$ cat config.mk
export PLATFORM = sky130hd
export DESIGN_NAME = qam_demapper
export DESIGN_NICKNAME = d
export VERILOG_FILES = /design/src/rtl/qam_demapper.sv
export SDC_FILE = /design/constraint.sdc
export NUM_CORES = 1
export LEC_CHECK = 0
export CAP_MARGIN = 20
export CORE_ASPECT_RATIO = 1.25
export CORE_MARGIN = 2
export CORE_UTILIZATION = 58
export CTS_CLUSTER_SIZE = 12
export DETAILED_ROUTE_END_ITERATION = 7
export HOLD_SLACK_MARGIN = 0.15
export PLACE_DENSITY = 0.85
export SLEW_MARGIN = 20
export SYNTH_ARGS = -nofsm -noshare
export SYNTH_HDL_FRONTEND = slang
export SYNTH_SLANG_ARGS = --single-unit
$ cat constraint.sdc
create_clock -name clk -period 7.4 [get_ports clk]
set_clock_uncertainty 0.05 [all_clocks]
set_input_delay 0.74 -clock clk [delete_from_list [all_inputs] [get_ports clk]]
set_output_delay 0.74 -clock clk [all_outputs]
set_load 0.05 [all_outputs]
$ cat src/rtl/qam_demapper.sv
// ---------------------------------------------------------------------------
// qam_demapper
//
// Hard-decision QAM demapper and byte packer. It sits directly behind the
// equalizer. Gray-coded bits are decided from the I/Q data subcarriers and
// packed MSB-first into bytes. The last byte of every OFDM symbol is tagged.
// Bytes leave through a first-word-fall-through FIFO with valid/ready.
//
// Pipeline:
//   t   : decision (modulation latch, per-axis slicing) -> dec_*_q
//   t+1 : symbol flush + accumulator + pending byte     -> up to 2 FIFO writes
//   t+2 : byte visible at obyte/ovalid
//
// Ports:
//   clk, rst         clock; synchronous active-high reset
//   ival             subcarrier valid
//   isop             first subcarrier of an OFDM symbol (qualified by ival)
//   ieof             end-of-burst pulse; flushes the symbol received so far
//   index[1:0]       subcarrier type, 2'b01 = data, all other values ignored
//   index_M[2:0]     0 BPSK, 1 QPSK, 2 16QAM, 3 64QAM, 4..7 reserved (no bits)
//   isub_i/isub_q    equalized I/Q, signed, W bits
//   obyte[7:0]       packed byte, first received bit in bit 7
//   olast            obyte closes its OFDM symbol
//   ovalid / oready  output handshake, transfer when both are high
//   ovf              sticky FIFO overflow, cleared only by rst
//
// Symbol boundaries are a data isop or ieof. Both close the bits that were
// received before the current cycle. A data subcarrier that arrives in the
// same cycle as ieof therefore opens the next accumulation instead of
// joining the flushed symbol. This keeps a boundary at two FIFO writes at
// most, and the FIFO provides a dual write port for those two writes.
// ---------------------------------------------------------------------------
module qam_demapper #(
   parameter int W          = 12,
   parameter int STEP       = 256,
   parameter int FIFO_DEPTH = 64
) (
   input  logic         clk,
   input  logic         rst,
   input  logic         ival,
   input  logic         isop,
   input  logic         ieof,
   input  logic [1:0]   index,
   input  logic [2:0]   index_M,
   input  logic [W-1:0] isub_i,
   input  logic [W-1:0] isub_q,
   output logic [7:0]   obyte,
   output logic         olast,
   output logic         ovalid,
   input  logic         oready,
   output logic         ovf
);

   localparam int AW = $clog2(FIFO_DEPTH);

   // Magnitude thresholds. They are W+1 bits wide to match the magnitude.
   localparam logic [W:0] LVL2 = (W+1)'(2 * STEP);
   localparam logic [W:0] LVL4 = (W+1)'(4 * STEP);
   localparam logic [W:0] LVL6 = (W+1)'(6 * STEP);

   typedef enum logic [2:0] {
      MOD_BPSK  = 3'd0,
      MOD_QPSK  = 3'd1,
      MOD_16QAM = 3'd2,
      MOD_64QAM = 3'd3,
      MOD_RSV4  = 3'd4,
      MOD_RSV5  = 3'd5,
      MOD_RSV6  = 3'd6,
      MOD_RSV7  = 3'd7
   } mod_e;

   typedef struct packed {
      logic       last;
      logic [7:0] data;
   } entry_t;

   // Per-axis decision, returned as {sign, b1_16qam, b1_64qam, b2_64qam}.
   // The magnitude is taken in W+1 bits, so -2^(W-1) does not wrap.
   function automatic logic [3:0] axis_dec(input logic [W-1:0] x);
      logic [W:0] ext;
      logic [W:0] mag;
      ext = {x[W-1], x};
      mag = x[W-1] ? (~ext + 1'b1) : ext;
      axis_dec = {~x[W-1],
                  (mag < LVL2),
                  (mag < LVL4),
                  (mag >= LVL2) && (mag < LVL6)};
   endfunction

   // ------------------------------------------------------------------------
   // State
   // ------------------------------------------------------------------------
   mod_e            mod_q,       mod_d;
   logic [5:0]      dec_bits_q,  dec_bits_d;   // right-aligned, first bit highest
   logic [2:0]      dec_n_q,     dec_n_d;      // 0..6 bits carried
   logic            dec_flush_q, dec_flush_d;
   logic [15:0]     acc_q,       acc_d;        // right-aligned bit accumulator
   logic [3:0]      cnt_q,       cnt_d;        // 0..7 between cycles
   logic [7:0]      pend_q,      pend_d;
   logic            pend_vld_q,  pend_vld_d;
   logic [AW-1:0]   wptr_q,      wptr_d;
   logic [AW-1:0]   rptr_q,      rptr_d;
   logic [AW:0]     count_q,     count_d;
   logic            ovf_q,       ovf_d;

   entry_t          fifo_mem [FIFO_DEPTH];

   // ------------------------------------------------------------------------
   // Decision stage
   // ------------------------------------------------------------------------
   logic       sop_fire;
   logic       data_sc;
   logic [3:0] dec_i;
   logic [3:0] dec_q;
   logic [5:0] sc_bits;
   logic [2:0] sc_n;

   // NOTE: every signal written here receives a default first. An incomplete
   // branch therefore cannot infer a latch.
   always_comb begin
      sop_fire = ival & isop;
      data_sc  = ival & (index == 2'b01);
      // The isop subcarrier already uses its own index_M. Later changes in
      // the same symbol are ignored.
      mod_d    = sop_fire ? mod_e'(index_M) : mod_q;
      dec_i    = axis_dec(isub_i);
      dec_q    = axis_dec(isub_q);
      sc_bits  = '0;
      sc_n     = '0;

      case (mod_d)
         MOD_BPSK: begin
            sc_bits = {5'b0, dec_i[3]};
            sc_n    = 3'd1;
         end
         MOD_QPSK: begin
            sc_bits = {4'b0, dec_i[3], dec_q[3]};
            sc_n    = 3'd2;
         end
         MOD_16QAM: begin
            sc_bits = {2'b0, dec_i[3], dec_i[2], dec_q[3], dec_q[2]};
            sc_n    = 3'd4;
         end
         MOD_64QAM: begin
            sc_bits = {dec_i[3], dec_i[1], dec_i[0], dec_q[3], dec_q[1], dec_q[0]};
            sc_n    = 3'd6;
         end
         default: begin
            // Reserved modulation: the whole symbol is skipped.
            sc_bits = '0;
            sc_n    = '0;
         end
      endcase

      dec_bits_d  = data_sc ? sc_bits : '0;
      dec_n_d     = data_sc ? sc_n    : '0;
      dec_flush_d = (sop_fire & data_sc) | ieof;
   end

   // ------------------------------------------------------------------------
   // Flush, accumulator and pending byte
   // ------------------------------------------------------------------------
   logic [15:0] acc_base;
   logic [3:0]  cnt_base;
   logic [15:0] acc_sum;
   logic [3:0]  cnt_sum;
   logic [15:0] pad_wide;
   logic [15:0] done_wide;
   logic        wr0_en;
   logic        wr1_en;
   entry_t      wr0_data;
   entry_t      wr1_data;

   always_comb begin
      acc_base   = acc_q;
      cnt_base   = cnt_q;
      pend_d     = pend_q;
      pend_vld_d = pend_vld_q;
      wr0_en     = 1'b0;
      wr1_en     = 1'b0;
      wr0_data   = '0;
      wr1_data   = '0;
      // Partial bits are moved to the top of a byte, and the low bits are
      // zero-padded. Bits above the count are stale and fall off the slice.
      pad_wide   = acc_q << (4'd8 - cnt_q);

      // Close the previous symbol before this cycle's bits enter.
      if (dec_flush_q) begin
         if (pend_vld_q && (cnt_q != '0)) begin
            wr0_en   = 1'b1;
            wr0_data = '{last: 1'b0, data: pend_q};
            wr1_en   = 1'b1;
            wr1_data = '{last: 1'b1, data: pad_wide[7:0]};
         end else if (pend_vld_q) begin
            wr0_en   = 1'b1;
            wr0_data = '{last: 1'b1, data: pend_q};
         end else if (cnt_q != '0) begin
            wr0_en   = 1'b1;
            wr0_data = '{last: 1'b1, data: pad_wide[7:0]};
         end
         acc_base   = '0;
         cnt_base   = '0;
         pend_vld_d = 1'b0;
      end

      acc_sum   = (acc_base << dec_n_q) | {10'b0, dec_bits_q};
      cnt_sum   = cnt_base + {1'b0, dec_n_q};
      done_wide = acc_sum >> (cnt_sum - 4'd8);

      // After a flush the count is at most 6, so no byte completes and the
      // write port is free. In that case at most one write occurs here.
      if (cnt_sum >= 4'd8) begin
         if (pend_vld_d) begin
            wr0_en   = 1'b1;
            wr0_data = '{last: 1'b0, data: pend_d};
         end
         pend_d     = done_wide[7:0];
         pend_vld_d = 1'b1;
         cnt_sum    = cnt_sum - 4'd8;
      end

      acc_d = acc_sum;
      cnt_d = cnt_sum;
   end

   // ------------------------------------------------------------------------
   // Output FIFO (first-word fall-through, two write ports)
   // ------------------------------------------------------------------------
   logic          fifo_nempty;
   logic          rd_fire;
   logic [AW+1:0] free_slots;
   logic [1:0]    n_req;
   logic [1:0]    n_acc;
   logic          we0;
   logic          we1;
   entry_t        head;

   always_comb begin
      fifo_nempty = (count_q != '0);
      rd_fire     = fifo_nempty & oready;
      // A read in the same cycle frees a slot. A full FIFO can therefore
      // still accept a write when it is also read.
      free_slots  = (AW+2)'(FIFO_DEPTH) - (AW+2)'(count_q) + (AW+2)'(rd_fire);
      n_req       = 2'(wr0_en) + 2'(wr1_en);
      if ((AW+2)'(n_req) <= free_slots) begin
         n_acc = n_req;
      end else begin
         n_acc = free_slots[1:0];
      end
      we0     = (n_acc != 2'd0);
      we1     = (n_acc == 2'd2);
      ovf_d   = ovf_q | (n_acc != n_req);
      count_d = count_q - (AW+1)'(rd_fire) + (AW+1)'(n_acc);
      wptr_d  = wptr_q + AW'(n_acc);
      rptr_d  = rptr_q + AW'(rd_fire);

      head    = fifo_mem[rptr_q];
      ovalid  = fifo_nempty;
      obyte   = fifo_nempty ? head.data : '0;
      olast   = fifo_nempty ? head.last : 1'b0;
      ovf     = ovf_q;
   end

   // ------------------------------------------------------------------------
   // Registers
   // ------------------------------------------------------------------------
   // NOTE: non-blocking assignments make every flop sample the values from
   // before the clock edge, regardless of the statement order.
   always_ff @(posedge clk) begin
      if (rst) begin
         mod_q       <= MOD_BPSK;
         dec_bits_q  <= '0;
         dec_n_q     <= '0;
         dec_flush_q <= 1'b0;
         acc_q       <= '0;
         cnt_q       <= '0;
         pend_q      <= '0;
         pend_vld_q  <= 1'b0;
         wptr_q      <= '0;
         rptr_q      <= '0;
         count_q     <= '0;
         ovf_q       <= 1'b0;
      end else begin
         mod_q       <= mod_d;
         dec_bits_q  <= dec_bits_d;
         dec_n_q     <= dec_n_d;
         dec_flush_q <= dec_flush_d;
         acc_q       <= acc_d;
         cnt_q       <= cnt_d;
         pend_q      <= pend_d;
         pend_vld_q  <= pend_vld_d;
         wptr_q      <= wptr_d;
         rptr_q      <= rptr_d;
         count_q     <= count_d;
         ovf_q       <= ovf_d;
      end
   end

   // NOTE: the storage array has no reset. A reset of count_q empties the
   // FIFO, and the outputs are gated on a non-zero count. As a result, stale
   // entries are never visible.
   always_ff @(posedge clk) begin
      if (we0) fifo_mem[wptr_q] <= wr0_data;
      if (we1) fifo_mem[wptr_q + AW'(1)] <= wr1_data;
   end

endmodule

==> results of run 1 <==
## how the worst min path moves through the flow
stage | from | end | slack, ns
2_1_floorplan | dec_bits_q[0] | acc_q[0] | 0.37
3_3_place_gp | dec_bits_q[0] | acc_q[0] | 0.42
3_5_place_dp | dec_bits_q[0] | acc_q[0] | 0.41
4_1_cts | dec_bits_q[0] | acc_q[0] | 0.43
5_1_grt | dec_bits_q[0] | acc_q[0] | 0.45
6_report | dec_bits_q[0] | acc_q[0] | 0.43
## per-layer routing
| metal | GRT usage, % | vias up | share of wire, % |
|---|---|---|---|
| li1 | - | 9041 | - |
| met1 | 39.1 | 11000 | 33 |
| met2 | 50.5 | 1832 | 46 |
| met3 | 8.30 | 418 | 14 |
| met4 | 20.4 | 0 | 7.2 |
| met5 | 0 | - | 0 |
## logic make-up after synthesis
kind of cell,Yosys count,synth area share (%)
AOI/OAI and AO/OA,213,4.28
DFF,637,54.3
xor gates and xnor gates,27,0.693
buffers and inverters,314,3.76
and+or+nand+nor,335,5.00
adders and majority gates,29,1.11
other,1,0.0110
muxes,822,30.9
## sequential cells by signal, summed over array words and instances (netlist names), 4 cells and up
register    cells
fifo_mem      576
dec_bits_q      6
pend_q          8
cnt_q           4
count_q         7
rptr_q          6
wptr_q          6
acc_q          15
## power by group
group	switching, W	internal (W)	total (W)
Sequential	0.000111	0.00393	0.00404
Clock	0.00132	0.00151	0.00283
Combinational	0.000901	0.000723	0.00162
Total	0.00233	0.00616	0.00849
## worst max-delay path, cell delays in order, from the launching register on
cell       delay (ns)
dfxtp_1          0.94
ha_1             0.30
a21o_1           0.12
a21oi_1          0.13
xnor2_1          0.55
o22ai_1          0.29
ha_1             0.40
o21ba_1          0.21
o32ai_1          0.45
o2111ai_4        0.34
mux2_2           0.43
or4b_1           0.80
o21bai_1         0.79
## cells in the final DEF, fill, tap and decap left out, drive strengths merged, types with 6 or more instances in the layout
cell type and count:
a211oi 8, a21oi 23, a22oi 10, and3 11
buf 60, clkbuf 84, clkdlybuf4s50 44, clkinv 8
dfxtp 61, edfxtp 576, ha 27, inv 40
mux2 8, mux2i 630, mux4 184, nand2 62
nand2b 6, nand3 17, nand3b 11, nand4 10
nor2 86, nor2b 17, nor3 61, nor3b 6
nor4 7, o21ai 44, o21bai 44, o22ai 35
o31ai 7, or3 18, xnor2 13, xor2 14
## area by class of cell
cell class,count,area share (%)
inverter,42,0.428
timing repair buffer,104,2.48
clock inverter,6,0.184
sequential,637,50.3
multi-input combinational,1427,39.6
clock buffer,84,4.41
tap,757,2.57
antenna,3,0.0204
## per-stage QoR
stage	power (W)	utilization, %	worst slack, ns	hold slack (ns)
global route	0.00868	63.1	0.848	0.449
global placement	0.00565	60.2	1.38	0.415
finish	0.00849	63.1	1.22	0.427
CTS	0.00845	63.1	1.09	0.428
detailed placement	0.00569	60.2	1.17	0.413
floorplan	0.00523	-	2.12	0.374
==> summary.md, run 1 <==
| Metric | Value |
|---|---|
| Die area | `0.0608 sq mm` |
| Final Setup Violations | `0` |
| Vias in the first global route | `22400` |
| Worst skew pair latency | `0.65 ns` |
| Hold Buf Count CTS | `0` |
| Warnings, synthesis | `0` |
| Cells on worst reg2reg path | `12` |
| Largest cells by area after synthesis | `edfxtp_1 (51%), mux2i_1 (18%), mux4_2 (12%)` |
| Syn Inst Count | `2378` |
| Clock slew at reported path FFs | `0.06 ns` |
| Post-cts sizing count | `0` |
| CP arrival | `6.40 ns` |
| DP Area | `0.0351 sq mm` |
| Hold crit path type | `flop to flop` |
| Worst Setup SP | `dec_n_q[0]` |
| Cell Area, Synth | `about 0.034 sq mm` |
| Commonest cells in the netlist | `mux2i_1 (630), edfxtp_1 (576), mux4_2 (184)` |
| CTS max path bufs | `3` |
| Overflow after GRT | `0` |
| Element type at the critical path end | `flop` |
| Crit start category | `flop` |
| Top FF cell, synth | `edfxtp_1` |
| Flops & latches, synth | `637` |
| Fin crit period | `6.18 ns` |
| Max FO, Critical Path | `21` |
| Sequential element share of the synthesized area | `54.3%` |
| CP Class | `flop to flop` |
| First-pass DRT Iterations | `7` |
| Worst vdd ir | `~0.42 mV` |
| Setup crit end | `fifo_mem[21][1]` |
| Antenna-violating nets left | `0` |
| Asr flop ratio synth | `0%` |
| Post CTS Setup Buffer Count | `0` |
| DR DRC count | `0` |
| FF+latch area | `0.0185 sq mm` |
| First-pass GRT wire length | `144000 um` |
| WL final | `between 90000 and 100000 um` |
| Gpl congestion | `0.951` |
| Clk sinks | `637` |
| Worst hold path depth | `2` |
| Synth Net Count | `2442` |
| Area grow syn2layout | `7.88%` |
| CTS H-tree lvls | `2` |
| CP Data Required Time | `7.62 ns` |
| Fin. Hold Viols | `0` |
| Synth area leader | `edfxtp_1` |
| Initial antenna violation count | `2` |
| Status | `finished clean` |
| Initial Util | `between 50 and 60%` |
| Post-synth EDFFs | `576` |
| Leak | `12.6 nW` |
| DP Cell Count | `2967` |
| Setup tns final | `0 ns` |
| TritonCTS Buffers | `60` |
| Num rows | `99` |
| Finished Layout Cells | `3060` |
| Fillers | `4000` |
| Worst Tran Pin Value | `1.14 ns` |
| Worst R2R Setup Slack | `1.22 ns` |
| Max-Slew Margin vs Limit | `between 20 and 25%` |
| Total Routing Usage GR | `31.8%` |
| Layout cells sized above 1 | `16.7%` |
| Reg2Reg Launch Point | `dec_n_q[0]` |
| Maximum clock frequency | `162 MHz` |
| Slew Limit Fails | `0` |
| Port-buffer cells | `45` |
| Wire length per cell | `between 30 and 40 um` |
| Fin crit share | `83.5%` |
| Chip Width | `221 um` |
| Unrepaired setup endpoints after global routing | `no` |
| Drt initial violations | `between 2000 and 3000` |
| I/O pin cnt | `46` |
| Most common cell in the netlist | `mux2i_1` |
| Final Net Count | `2336` |
| Netlist cell types | `73` |
| Max Cap Viol | `0` |
| Placeable Area | `0.0583 sq mm` |
| Power per Cell Area | `231 mW/mm^2` |
| Via total after detailed routing | `22300` |
| Mean Syn Cell Area | `14.4 sq um` |
| Die Height | `275 um` |
| Multi-input logic area | `0.0146 sq mm` |
| R2r endpoint | `fifo_mem[21][1]` |
| Post-route cell area | `0.0368 sq mm` |
| Pin count of the biggest net entering global routing | `75` |
| CTS tree | `built` |
| Synth top area share | `50.7%` |
| Final HPWL DP | `59000 um` |
| Root buffer cell | `clkbuf_16` |
| Avg Vias per Cell | `between 7 and 8` |
(Power assumes the default switching activity.)
==> run 2: changes to the inputs <==
==> constraint.sdc (replaced) <==
create_clock -name clk -period 5.85 [get_ports clk]
set_clock_uncertainty 0.05 [all_clocks]
set_input_delay 0.585 -clock clk [delete_from_list [all_inputs] [get_ports clk]]
set_output_delay 0.585 -clock clk [all_outputs]
set_load 0.05 [all_outputs]
==> run 2 against run 1 <==
Net effect:
- flip-flop and latch count unchanged
- via count down 0.47%
- count of clock-buffer cells in the layout down 3
- non-clock buffer count up 23
- register-to-register slack worse by 0.96 ns
- critical path type unchanged
- critical endpoint is now fifo_mem[39][1]
- largest power group unchanged
- highest routed layer is now met5
==> summary.md, run 2 (same netlist as run 1, synthesis figures left out) <==
| Metric | Value |
|---|---|
| Overflow after GRT | `0 (unchanged)` |
| Chip Width | `221 um (unchanged)` |
| Pin count of the biggest net entering global routing | `75 (unchanged)` |
| Commonest non-fill, non-tap cells in the layout | `mux2i_1 (630), edfxtp_1 (576), mux4_2 (184), nor2_1 (86), buf_4 (79) (was mux2i_1 (630), edfxtp_1 (576), mux4_2 (184), nor2_1 (86), clkbuf_16 (60))` |
| Die area | `0.0608 sq mm (unchanged)` |
| Final Net Count | `2360 (was 2336)` |
| Biggest registers after layout | `fifo_mem x576, acc_q x15, pend_q x8 (unchanged)` |
| First-pass DRT Iterations | `5 (was 7)` |
| Cell Int Power | `0.00788 W (was 0.00616 W)` |
| Drt initial violations | `3116 (was 2883)` |
| Area grow syn2layout | `8.62% (was 7.88%)` |
| Crit start category | `flop (unchanged)` |
| CTS H-tree lvls | `2 (unchanged)` |
| Wire length per cell | `31.0 um (was 31.9 um)` |
| First-pass GRT wire length | `142000 um (was 144000 um)` |
| Hold Path Sink | `acc_q[0] (unchanged)` |
| Fin crit share | `95.5% (was 83.5%)` |
| Cells on worst reg2reg path | `14 (was 12)` |
| Root buffer cell | `clkbuf_16 (unchanged)` |
| CP Data Required Time | `6.07 ns (was 7.62 ns)` |
| Final Setup Violations | `0 (unchanged)` |
| Placeable Area | `0.0583 sq mm (unchanged)` |
| Initial antenna violation count | `4 (was 2)` |
| Hold path start | `dec_bits_q[0] (unchanged)` |
| Vias in the first global route | `22200 (was 22400)` |
| Gpl congestion | `0.934 (was 0.951)` |
| Layout cells sized above 1 | `17.8% (was 16.7%)` |
| Status | `finished clean (unchanged)` |
| DR DRC count | `0 (unchanged)` |
| CP cell instances | `clkinv_1, nor2_1, ha_1, a21o_1, a21oi_2, xnor2_1, o22ai_1, ha_1, o21ba_1, o32ai_2, o21a_1, a32o_1, nand4_1, o21ai_1 (was ha_1, a21o_1, a21oi_1, xnor2_1, o22ai_1, ha_1, o21ba_1, o32ai_1, o2111ai_4, mux2_2, or4b_1, o21bai_1)` |
| Net Switching | `0.00296 W (was 0.00233 W)` |
| CTS max path bufs | `3 (unchanged)` |
| Via total after detailed routing | `22200 (was 22300)` |
| Sequential Power Share | `47.1% (was 47.6%)` |
| Combinational Power Share | `19.3% (was 19.1%)` |
| Worst hold path depth | `2 (unchanged)` |
| Clk sinks | `637 (unchanged)` |
| Initial Util | `58.5% (unchanged)` |
| Slowest CP cell | `nand4_1 (was dfxtp_1)` |
| Total Routing Usage GR | `31.2% (was 31.8%)` |
| Max FO, Critical Path | `17 (was 21)` |
| I/O pin cnt | `46 (unchanged)` |
| Worst skew pair latency | `0.65 ns (about the same)` |
| R2r endpoint | `fifo_mem[39][1] (was fifo_mem[21][1])` |
| Max Cap Viol | `0 (unchanged)` |
| Worst R2R Setup Slack | `0.26 ns (was 1.22 ns)` |
| Avg Vias per Cell | `7.20 (was 7.28)` |
| Port-buffer cells | `45 (unchanged)` |
| Slew Limit Fails | `0 (unchanged)` |
| CTS tree | `built (unchanged)` |
| Leak | `12.8 nW (was 12.6 nW)` |
| Most common cell after layout, fill and taps aside | `mux2i_1 (unchanged)` |
| Clock share of power | `33.6% (was 33.3%)` |
| TritonCTS Buffers | `61 (was 60)` |
| Power per Cell Area | `292 mW/mm^2 (was 231 mW/mm^2)` |
| Maximum clock frequency | `179 MHz (was 162 MHz)` |
| FF+latch area | `0.0185 sq mm (about the same)` |
| Worst Tran Pin Value | `1.15 ns (was 1.14 ns)` |
| Hold Buf Count CTS | `0 (unchanged)` |
| CP Class | `flop to flop (unchanged)` |
| WL final | `95400 um (was 97500 um)` |
| Reg2Reg Launch Point | `cnt_q[0] (was dec_n_q[0])` |
| Die Height | `275 um (unchanged)` |
| Fin. Hold Viols | `0 (unchanged)` |
| Clock slew at reported path FFs | `0.06 ns (about the same)` |
| Num rows | `99 (unchanged)` |
| Unrepaired setup endpoints after global routing | `no (unchanged)` |
| Fin crit period | `5.59 ns (was 6.18 ns)` |
| Number of flip-flops in the largest register | `576 (unchanged)` |
| Delay of the slowest critical-path stage | `0.74 ns (was 0.94 ns)` |
| Worst vdd ir | `0.513 mV (was 0.424 mV)` |
| Hold crit path type | `flop to flop (unchanged)` |
| Final HPWL DP | `58500 um (was 59000 um)` |
| Diodes inserted | `0 (was 3)` |
| Sw Ratio | `27.3% (was 27.5%)` |
| Setup tns final | `0 ns (unchanged)` |
| Most frequent CP cell | `ha_1 (unchanged)` |
| Element type at the critical path end | `flop (unchanged)` |
| Antenna-violating nets left | `0 (unchanged)` |
| Fillers | `3983 (was 4000)` |
| CP arrival | `5.80 ns (was 6.40 ns)` |
| Overall Power | `0.0108 W (was 0.00849 W)` |
| Max-Slew Margin vs Limit | `23.3% (was 24.2%)` |
| Multi-input logic area | `0.0146 sq mm (about the same)` |
| Reg with most FFs | `fifo_mem (unchanged)` |
==> run 2: cell count changes in the layout (fill, tap and decap cells not counted), moves of 3 or more <==
cell | previous run | this run
clkbuf_8 | 3 | 0
buf_4 | 57 | 79
o21ai_0 | 19 | 22
o21ai_1 | 24 | 19
diode_2 | 3 | 0
==> run 2: power groups by stage <==
stage	combinational (W)	sequential, W	clock, W
after floorplan	0.00152	0.00509	0
after global placement	0.00199	0.00519	0
after detailed placement	0.00204	0.00520	0
after CTS	0.00205	0.00510	0.00365
after global routing	0.00219	0.00511	0.00382
final	0.00210	0.00510	0.00364
==> run 2: stage by stage <==
stage	cell area [sq um]	instances	hold slack [ns]	setup WS [ns]	utilization, %
after floorplan	34100	2378	0.374	0.574	-
after global placement	35300	2990	0.399	0.408	60.5
after detailed placement	35300	2990	0.395	0.152	60.5
after CTS	37100	3081	0.407	0.126	63.5
after global routing	37100	3081	0.454	0.0141	63.5
final	37100	3081	0.408	0.264	63.5
==> run 2: layout make-up <==
type,count,share of cell area (%)
multi-input cells,1427,39.4
clock buffers,81,4.32
inverters,42,0.425
flip-flops and latches,637,50.0
clock inverters,10,0.371
repair buffers,127,2.96
well taps,757,2.56
==> run 2: timing repair <==
| item | 4_1_cts | 5_1_grt |
|---|---|---|
| gates resized for setup | 0 | 3 |
| endpoints found under the setup margin | 0 | 115 |
| setup buffers | 0 | 0 |
==> run 2: worst max path at each step <==
stage	from	slack, ns	cells after the start	end
2_1_floorplan	dec_flush_q	0.57	25	count_q[6]
3_3_place_gp	dec_n_q[1]	0.41	12	fifo_mem[39][6]
3_5_place_dp	dec_n_q[1]	0.15	12	fifo_mem[39][7]
4_1_cts	dec_n_q[1]	0.13	12	fifo_mem[39][1]
5_1_grt	cnt_q[0]	0.01	23	count_q[6]
6_report	cnt_q[0]	0.26	14	fifo_mem[39][1]
==> run 2: critical path: cells and delay by family, from the launching register on <==
family                   cells  cell delay [ns]
adder cells (fa/ha/maj)      2             0.54
XOR/XNOR                     1             0.25
buffers and inverters        1             0.28
AND/OR/NAND/NOR              2             0.89
flip-flops                   1             0.51
AO/OA/AOI/OAI                8             2.69
==> run 2: metal layers <==
layer / share of wire (%) / wire, um / GRT usage [%] / vias to the layer above
met5: 0.042 / 40 / 0 / -
met2: 48 / 45700 / 50.9 / 1684
met1: 34 / 32400 / 39.4 / 11000
met4: 6.5 / 6230 / 18.2 / 6
met3: 11 / 11000 / 6.11 / 367
li1: - / - / - / 9093
